### src/rtl/uart_pkg.sv
// Shared UART definitions: TX state encoding, parity selectors and line levels.
package uart_pkg;

  typedef enum logic [2:0] {
    IDLE,
    START,
    DATA,
    PARITY,
    STOP
  } uart_tx_state_e;

  localparam logic PAR_EVEN  = 1'b0;
  localparam logic PAR_ODD   = 1'b1;

  localparam logic LINE_IDLE = 1'b1;
  localparam logic START_BIT = 1'b0;
  localparam logic STOP_BIT  = 1'b1;

endpackage

### src/rtl/uart_tx_serializer.sv
// Data shift register and bit counter for the UART transmitter; sequencing comes from the FSM.
module uart_tx_serializer #(
  parameter int DATA_WIDTH = 8
) (
  input  logic                  clk_i,
  input  logic                  rst_i,
  input  logic                  load_i,
  input  logic                  first_i,
  input  logic                  shift_i,
  input  logic [DATA_WIDTH-1:0] data_i,
  output logic                  bit_o,
  output logic                  last_bit_o
);

  localparam int CW = (DATA_WIDTH > 1) ? $clog2(DATA_WIDTH) : 1;

  logic [DATA_WIDTH-1:0] sr_q, sr_d;
  logic [CW-1:0]         cnt_q, cnt_d;

  // bit_o is the bit the FSM registers onto the line at the next edge.
  assign bit_o      = sr_q[0];
  assign last_bit_o = (cnt_q == CW'(DATA_WIDTH - 1));

  always_comb begin
    sr_d  = sr_q;
    cnt_d = cnt_q;
    if (load_i) begin
      sr_d  = data_i;
      cnt_d = '0;
    end else if (first_i) begin
      sr_d  = sr_q >> 1;
      cnt_d = '0;
    end else if (shift_i) begin
      sr_d = sr_q >> 1;
      if (!last_bit_o) cnt_d = cnt_q + CW'(1);
    end
  end

  always_ff @(posedge clk_i) begin
    if (rst_i) begin
      sr_q  <= '0;
      cnt_q <= '0;
    end else begin
      sr_q  <= sr_d;
      cnt_q <= cnt_d;
    end
  end

endmodule

### src/rtl/uart_tx_frame.sv
// UART frame transmitter: start, LSB-first data, optional parity, stop; one bit per TX_CLK.
// Define UART_TX_TWO_STOP_EN to add the STP2 input selecting a second stop bit.
module uart_tx_frame
  import uart_pkg::*;
#(
  parameter int DATA_WIDTH = 8
) (
  input  logic                  TX_CLK,
  input  logic                  rst,
  input  logic [DATA_WIDTH-1:0] P_DATA,
  input  logic                  DATA_VALID,
  input  logic                  PAR_EN,
  input  logic                  PAR_TYP,
`ifdef UART_TX_TWO_STOP_EN
  input  logic                  STP2,
`endif
  output logic                  TX_OUT,
  output logic                  busy
);

  uart_tx_state_e state_q, state_d;
  logic tx_q, tx_d;
  logic busy_q, busy_d;
  logic paren_q, paren_d;
  logic par_q, par_d;
  logic ld, first, shift;
  logic ser_bit, ser_last;
  logic extra_stop;

`ifdef UART_TX_TWO_STOP_EN
  logic stp2_q, stp2_d;
  logic stop2_q, stop2_d;
  assign extra_stop = stp2_q & ~stop2_q;
`else
  assign extra_stop = 1'b0;
`endif

  uart_tx_serializer #(.DATA_WIDTH(DATA_WIDTH)) u_ser (
    .clk_i     (TX_CLK),
    .rst_i     (rst),
    .load_i    (ld),
    .first_i   (first),
    .shift_i   (shift),
    .data_i    (P_DATA),
    .bit_o     (ser_bit),
    .last_bit_o(ser_last)
  );

  always_comb begin
    state_d = state_q;
    tx_d    = tx_q;
    busy_d  = busy_q;
    paren_d = paren_q;
    par_d   = par_q;
    ld      = 1'b0;
    first   = 1'b0;
    shift   = 1'b0;
`ifdef UART_TX_TWO_STOP_EN
    stp2_d  = stp2_q;
    stop2_d = 1'b0;
`endif
    unique case (state_q)
      IDLE: begin
        tx_d   = LINE_IDLE;
        busy_d = 1'b0;
        if (DATA_VALID) begin
          state_d = START;
          tx_d    = START_BIT;
          busy_d  = 1'b1;
          ld      = 1'b1;
          paren_d = PAR_EN;
          par_d   = (PAR_TYP == PAR_ODD) ? ~^P_DATA : ^P_DATA;
`ifdef UART_TX_TWO_STOP_EN
          stp2_d  = STP2;
`endif
        end
      end
      START: begin
        state_d = DATA;
        tx_d    = ser_bit;
        first   = 1'b1;
      end
      DATA: begin
        shift = 1'b1;
        if (!ser_last) begin
          tx_d = ser_bit;
        end else if (paren_q) begin
          state_d = PARITY;
          tx_d    = par_q;
        end else begin
          state_d = STOP;
          tx_d    = STOP_BIT;
        end
      end
      PARITY: begin
        state_d = STOP;
        tx_d    = STOP_BIT;
      end
      STOP: begin
        tx_d = STOP_BIT;
`ifdef UART_TX_TWO_STOP_EN
        stop2_d = extra_stop;
`endif
        // A second stop bit simply holds the state for one more cycle.
        if (!extra_stop) begin
          state_d = IDLE;
          busy_d  = 1'b0;
        end
      end
      default: begin
        state_d = IDLE;
        tx_d    = LINE_IDLE;
        busy_d  = 1'b0;
      end
    endcase
  end

  always_ff @(posedge TX_CLK) begin
    if (rst) begin
      state_q <= IDLE;
      tx_q    <= LINE_IDLE;
      busy_q  <= 1'b0;
      paren_q <= 1'b0;
      par_q   <= 1'b0;
`ifdef UART_TX_TWO_STOP_EN
      stp2_q  <= 1'b0;
      stop2_q <= 1'b0;
`endif
    end else begin
      state_q <= state_d;
      tx_q    <= tx_d;
      busy_q  <= busy_d;
      paren_q <= paren_d;
      par_q   <= par_d;
`ifdef UART_TX_TWO_STOP_EN
      stp2_q  <= stp2_d;
      stop2_q <= stop2_d;
`endif
    end
  end

  assign TX_OUT = tx_q;
  assign busy   = busy_q;

endmodule

### config.mk
export PLATFORM = sky130hd
export DESIGN_NAME = uart_tx_frame
export DESIGN_NICKNAME = d
export VERILOG_FILES = /design/src/rtl/uart_pkg.sv /design/src/rtl/uart_tx_serializer.sv /design/src/rtl/uart_tx_frame.sv
export SDC_FILE = /design/constraint.sdc
export NUM_CORES = 1
export LEC_CHECK = 0
export ABC_AREA = 1
export BUFFER_PORTS_ARGS = -buffer_cell sky130_fd_sc_hd__buf_2
export CORE_MARGIN = 1.5
export CORE_UTILIZATION = 58
export CTS_CLUSTER_DIAMETER = 150
export DETAILED_ROUTE_END_ITERATION = 16
export PLACE_DENSITY = 0.9
export SLEW_MARGIN = 20
export SYNTH_ARGS = -nofsm -noshare
export SYNTH_HDL_FRONTEND = slang
export SYNTH_SLANG_ARGS = --single-unit
### constraint.sdc
create_clock -name TX_CLK -period 3.8 [get_ports TX_CLK]
set_input_delay 0.19 -clock TX_CLK [delete_from_list [all_inputs] [get_ports TX_CLK]]
set_output_delay 0.19 -clock TX_CLK [all_outputs]
set_load 0.01 [all_outputs]
### Word-level counts from Yosys, hierarchy flattened

Index checks and enable logic that the tools add are counted.

| storage, ports and cells | value |
|---|---|
| flip-flop bits (word level) | 18 |
| bits of input ports | 13 |
| output and inout port bits | 2 |
| logic and storage cells | 41 |

| cells by class | value |
|---|---|
| add/sub/neg operators | 1 |
| eq/ne operators | 6 |
| multiplexer cells | 17 |
| bitwise operators | 1 |
| reductions and logical operators | 9 |

Operators by type and width:

| cell | number |
|---|---|
| 2-to-1 mux 8 bit | 3 |
| one-hot mux 3 bit (4 select lines) | 1 |
| 2-to-1 mux 3 bit | 3 |
| 2-to-1 mux 1 bit | 8 |
| XNOR reduction 8 bit | 1 |
| XOR reduction 8 bit | 1 |
| equality test 3 x 2 -> 1 bit, second input constant | 2 |
| AND reduction 2 bit | 3 |
| OR reduction 3 bit | 2 |
| inequality test 2 bit, second input constant | 2 |
| adder 3 x 1 -> 3 bit, second input constant | 1 |
| equality test 3 x 1 -> 1 bit, second input constant | 1 |
| equality test 3 bit, second input constant | 1 |
| logical NOT 3 bit | 1 |
| one-hot mux 1 bit (3 select lines) | 1 |
| nonzero test 3 bit | 1 |
| one-hot mux 1 bit (2 select lines) | 1 |
| NOT 1 bit | 1 |

### Depth between registers and ports, before layout

| logic depth | value |
|---|---|
| word-level depth | 5 |
| mapped depth | 10 |
| depth with buffers taken out | 10 |

### Cells and area by module

From an unflattened synthesis, not the netlist that was laid out.

| second synthesis, totals | value |
|---|---|
| cell total of the unflattened synthesis | 174 |
| area total of the unflattened synthesis | 1,107.3 sq um |

By module, submodules not included:

| module | times used | cells each | area an instance (sq um) | seq. area each (sq um) |
|---|---|---|---|---|
| uart_tx_serializer | 1 | 94 | 610.6 | 220.2 |
| uart_tx_frame | 1 | 80 | 496.7 | 140.1 |

### Worst setup path after synthesis

OpenSTA, ideal clock, no wires.

| timing | value |
|---|---|
| path type | register -> register |
| start | reg u_ser.cnt_q[0] |
| end | reg u_ser.cnt_q[0] |
| setup time | 0.066 ns |
| arrival | 1.199 ns |
| data required time | 3.734 ns |
| path slack | 2.534 ns |
| stages on the path, launching flop included | 7 |
| path buffers | 0 |
| clock period less this slack | 1.266 ns |
| cell sequence | dfxtp_1 ha_1 ha_1 nor2_4 inv_2 or2_0 a21oi_2 |

| on the way | value |
|---|---|
| word-level cells in the longest chain between the ends | 3 |
| elaborated cells on any way between the ends | 4 |
| those cells by class | 1 x add/sub; 1 x eq/ne; 1 x bitwise; 1 x reduce/logical |

RTL lines:

| item | line | text |
|---|---|---|
| start: declaration | uart_tx_serializer.sv:18 | `logic [CW-1:0] cnt_q, cnt_d;` |
| start signal: assignment | uart_tx_serializer.sv:45 | `cnt_q <= cnt_d;` |
| branches (longest 3 deep; another with adder 3 x 1 -> 3 bit) | -- |  |

Parallel ways; which one is timed is not known.
A chain may end at the register's enable or synchronous reset.

### Worst setup path after layout

Ends and elaborated chain as after synthesis.

==> results.txt <==
fin crit share: 38.1%
Worst path max stage delay: 0.35 ns
Worst Tran Pin Value: 0.260 ns
TritonCTS clock tree: yes
die area: 0.00198 mm²
final hold violations: 0
clk_lat worst skew: 0.29 ns
Post-Syn Nets: 153
pwr/cell area: 719 mW/mm²
global route overflow: 0
cell family with most CP delay: adder cells
routability cong.: 0.865
clock tree sinks: 18
drt pass-1 iters: 4
IO Port Bufs: 14
commonest non-fill, non-tap cells in the layout: 47 x nand2_1, 18 x dfxtp_1, 16 x inv_1
total core area: 0.00156 mm²
WP buf/inv: 1
Vias/cell: 5.53
Synth top area share: 36.1%
first-pass GRT wire length: 3460 µm
diodes inserted: 0
Nets: 170
total CTS buffers: 3
total wire length: 2050 µm
commonest non-fill, non-tap cell in the layout: nand2_1
routed length per placed instance: 12.1 µm
DIE WIDTH: 44.5 µm
RSZ-0062 raised after global routing: false
wire length on met1: 837 µm
fillers: 136
row cnt: 14
Slew HR: 82.7%
startpoint class of the critical path: register
CTS Hold Bufs: 0
Tmin final: 1.45 ns
DR DRC count: 0
metal3 WL: 88 µm
register area share after synthesis: 36.1%
CP max FO: 6
CP cell instances: ha_1, ha_1, nor2_4, inv_2, or2_0, a21oi_2
DP Wirelength: 1620 µm
Crit. End Element: register
Req. time, crit path: 4.03 ns
Pleak: 0.529 nW
worst min path class: in2reg
number of global-route vias before repair: 849
Netlist cell types: 26
Max Root-Sink Buffers: 2
root buffer cell: clkbuf_4
Worst Setup Path Type: reg2reg
Area growth syn-to-layout: 9.79%
Mapped Area: 997 µm²
FF/Latch Area: 360 µm²
Most common cell on crit path: ha_1
Worst IR Drop VDD: 0.394 mV
setup TNS: 0 ns
largest net degree at the start of global routing: 19
synthesized area per cell: 7.23 µm²
Ports: 15
Post-CTS Resized: 0
Max Slew Vio Count: 0
area of the multi-input gates: 544 µm²
ANT nets after route: 0
WP data arrival: 1.68 ns
status: finished, final reports clean
flip-flop and latch count after synthesis: 18
slowest stage cell on the critical path: dfxtp_1
DIE HEIGHT: 44.5 µm
met2 wire len: 1060 µm
Top Layer Used: met4
fmax: 0.690 GHz
initial antenna violation count: 0
Fin Hold WS: 0.166 ns
DR vias: 934
cells after synthesis: 138
H-Tree Depth: 1
Ys Warns: 0
setup bufs post-CTS: 0
max cap viols: 0
Worst-path clk slew: 0.09 ns
Worst Clk Skew: 0.00254 ns
Starting Density: 64.0%
ratio of cells with drive above 1 in the final layout: 20.9%
# setup viols final: 0
ranking of synthesized cells by area: dfxtp_1 36%, nand2_1 18%, a21oi_1 7.0%, inv_1 6.0%, o211ai_1 6.0%
Detailed Route Iter0 Violations: 25
largest area contributor in the netlist: dfxtp_1
Total GRT Usage: 24.2%
## where the power goes
group | internal (mW) | switching, mW | leakage [nW] | total (mW)
Clock | 0.0369 | 0.0559 | 0.0138 | 0.0928
Sequential | 0.254 | 0.0371 | 0.148 | 0.291
Combinational | 0.140 | 0.262 | 0.368 | 0.403
Total | 0.432 | 0.355 | 0.529 | 0.787
## metrics by stage
stage	power (mW)	utilization, %	cell area, µm²	instances	setup slack, ns
floorplan	0.625	-	997	138	2.53
global placement	0.678	68.8	1070	166	2.50
detailed placement	0.695	68.8	1070	166	2.40
CTS	0.788	70.2	1090	169	2.38
global route	0.849	70.2	1090	169	2.30
finish	0.787	70.2	1090	169	2.35
## layer usage
layer | up-vias | track usage (%)
met5 | - | 0
li1 | 476 | -
met3 | 8 | 5.31
met4 | 0 | 12.1
met1 | 421 | 24.4
met2 | 29 | 45.8
## synth_stat cells (all sizes together)
library cell and number:
ha 2, o21ai 4, o211ai 9, a211oi 1, or2 2, clkbuf 1, inv 20, buf 1
nand3 6, xor2 1, a21oi 15, dfxtp 18, nand2 50, nor2 6, nor3 1, nand4 1
## worst paths after layout
path	slack (ns)	end	from	cells past startpoint
worst max-delay path	2.35	u_ser.cnt_q[0]	u_ser.cnt_q[0]	6
worst min-delay path	0.17	u_ser.sr_q[7]	P_DATA[7]	3
worst max register to register	2.35	u_ser.cnt_q[0]	u_ser.cnt_q[0]	6
worst min register to register	0.47	u_ser.sr_q[0]	u_ser.sr_q[0]	2
## layout make-up
type | instances | area share [%]
clock buffer | 3 | 2.06
multi-input combinational | 98 | 49.7
timing repair buffer | 14 | 6.40
tap | 16 | 1.83
inverter | 20 | 7.09
sequential | 18 | 32.9
## kinds of logic after synthesis
family | share of synthesized area (%)
simple gates | 33.2
xor+xnor | 0.878
fa+ha+maj | 2.51
compound gates | 17.9
buf+inv | 9.28
flops | 36.1
## state kept, by name (all words and copies together) (netlist names)
| signal | flops |
|---|---|
| TX_OUT | 1 |
| par_q | 1 |
| u_ser.sr_q | 8 |
| busy | 1 |
| paren_q | 1 |
| u_ser.cnt_q | 3 |
| state_q | 3 |
## worst reg2reg max path: cells and delay by family (launching register included)
kind                     cells  cell delay, ns
flip-flops                   1            0.35
buffers and inverters        1            0.09
adder cells (fa/ha/maj)      2            0.42
AND/OR/NAND/NOR              2            0.38
AO/OA/AOI/OAI                1            0.14
Power figures use the tool's default switching activity.
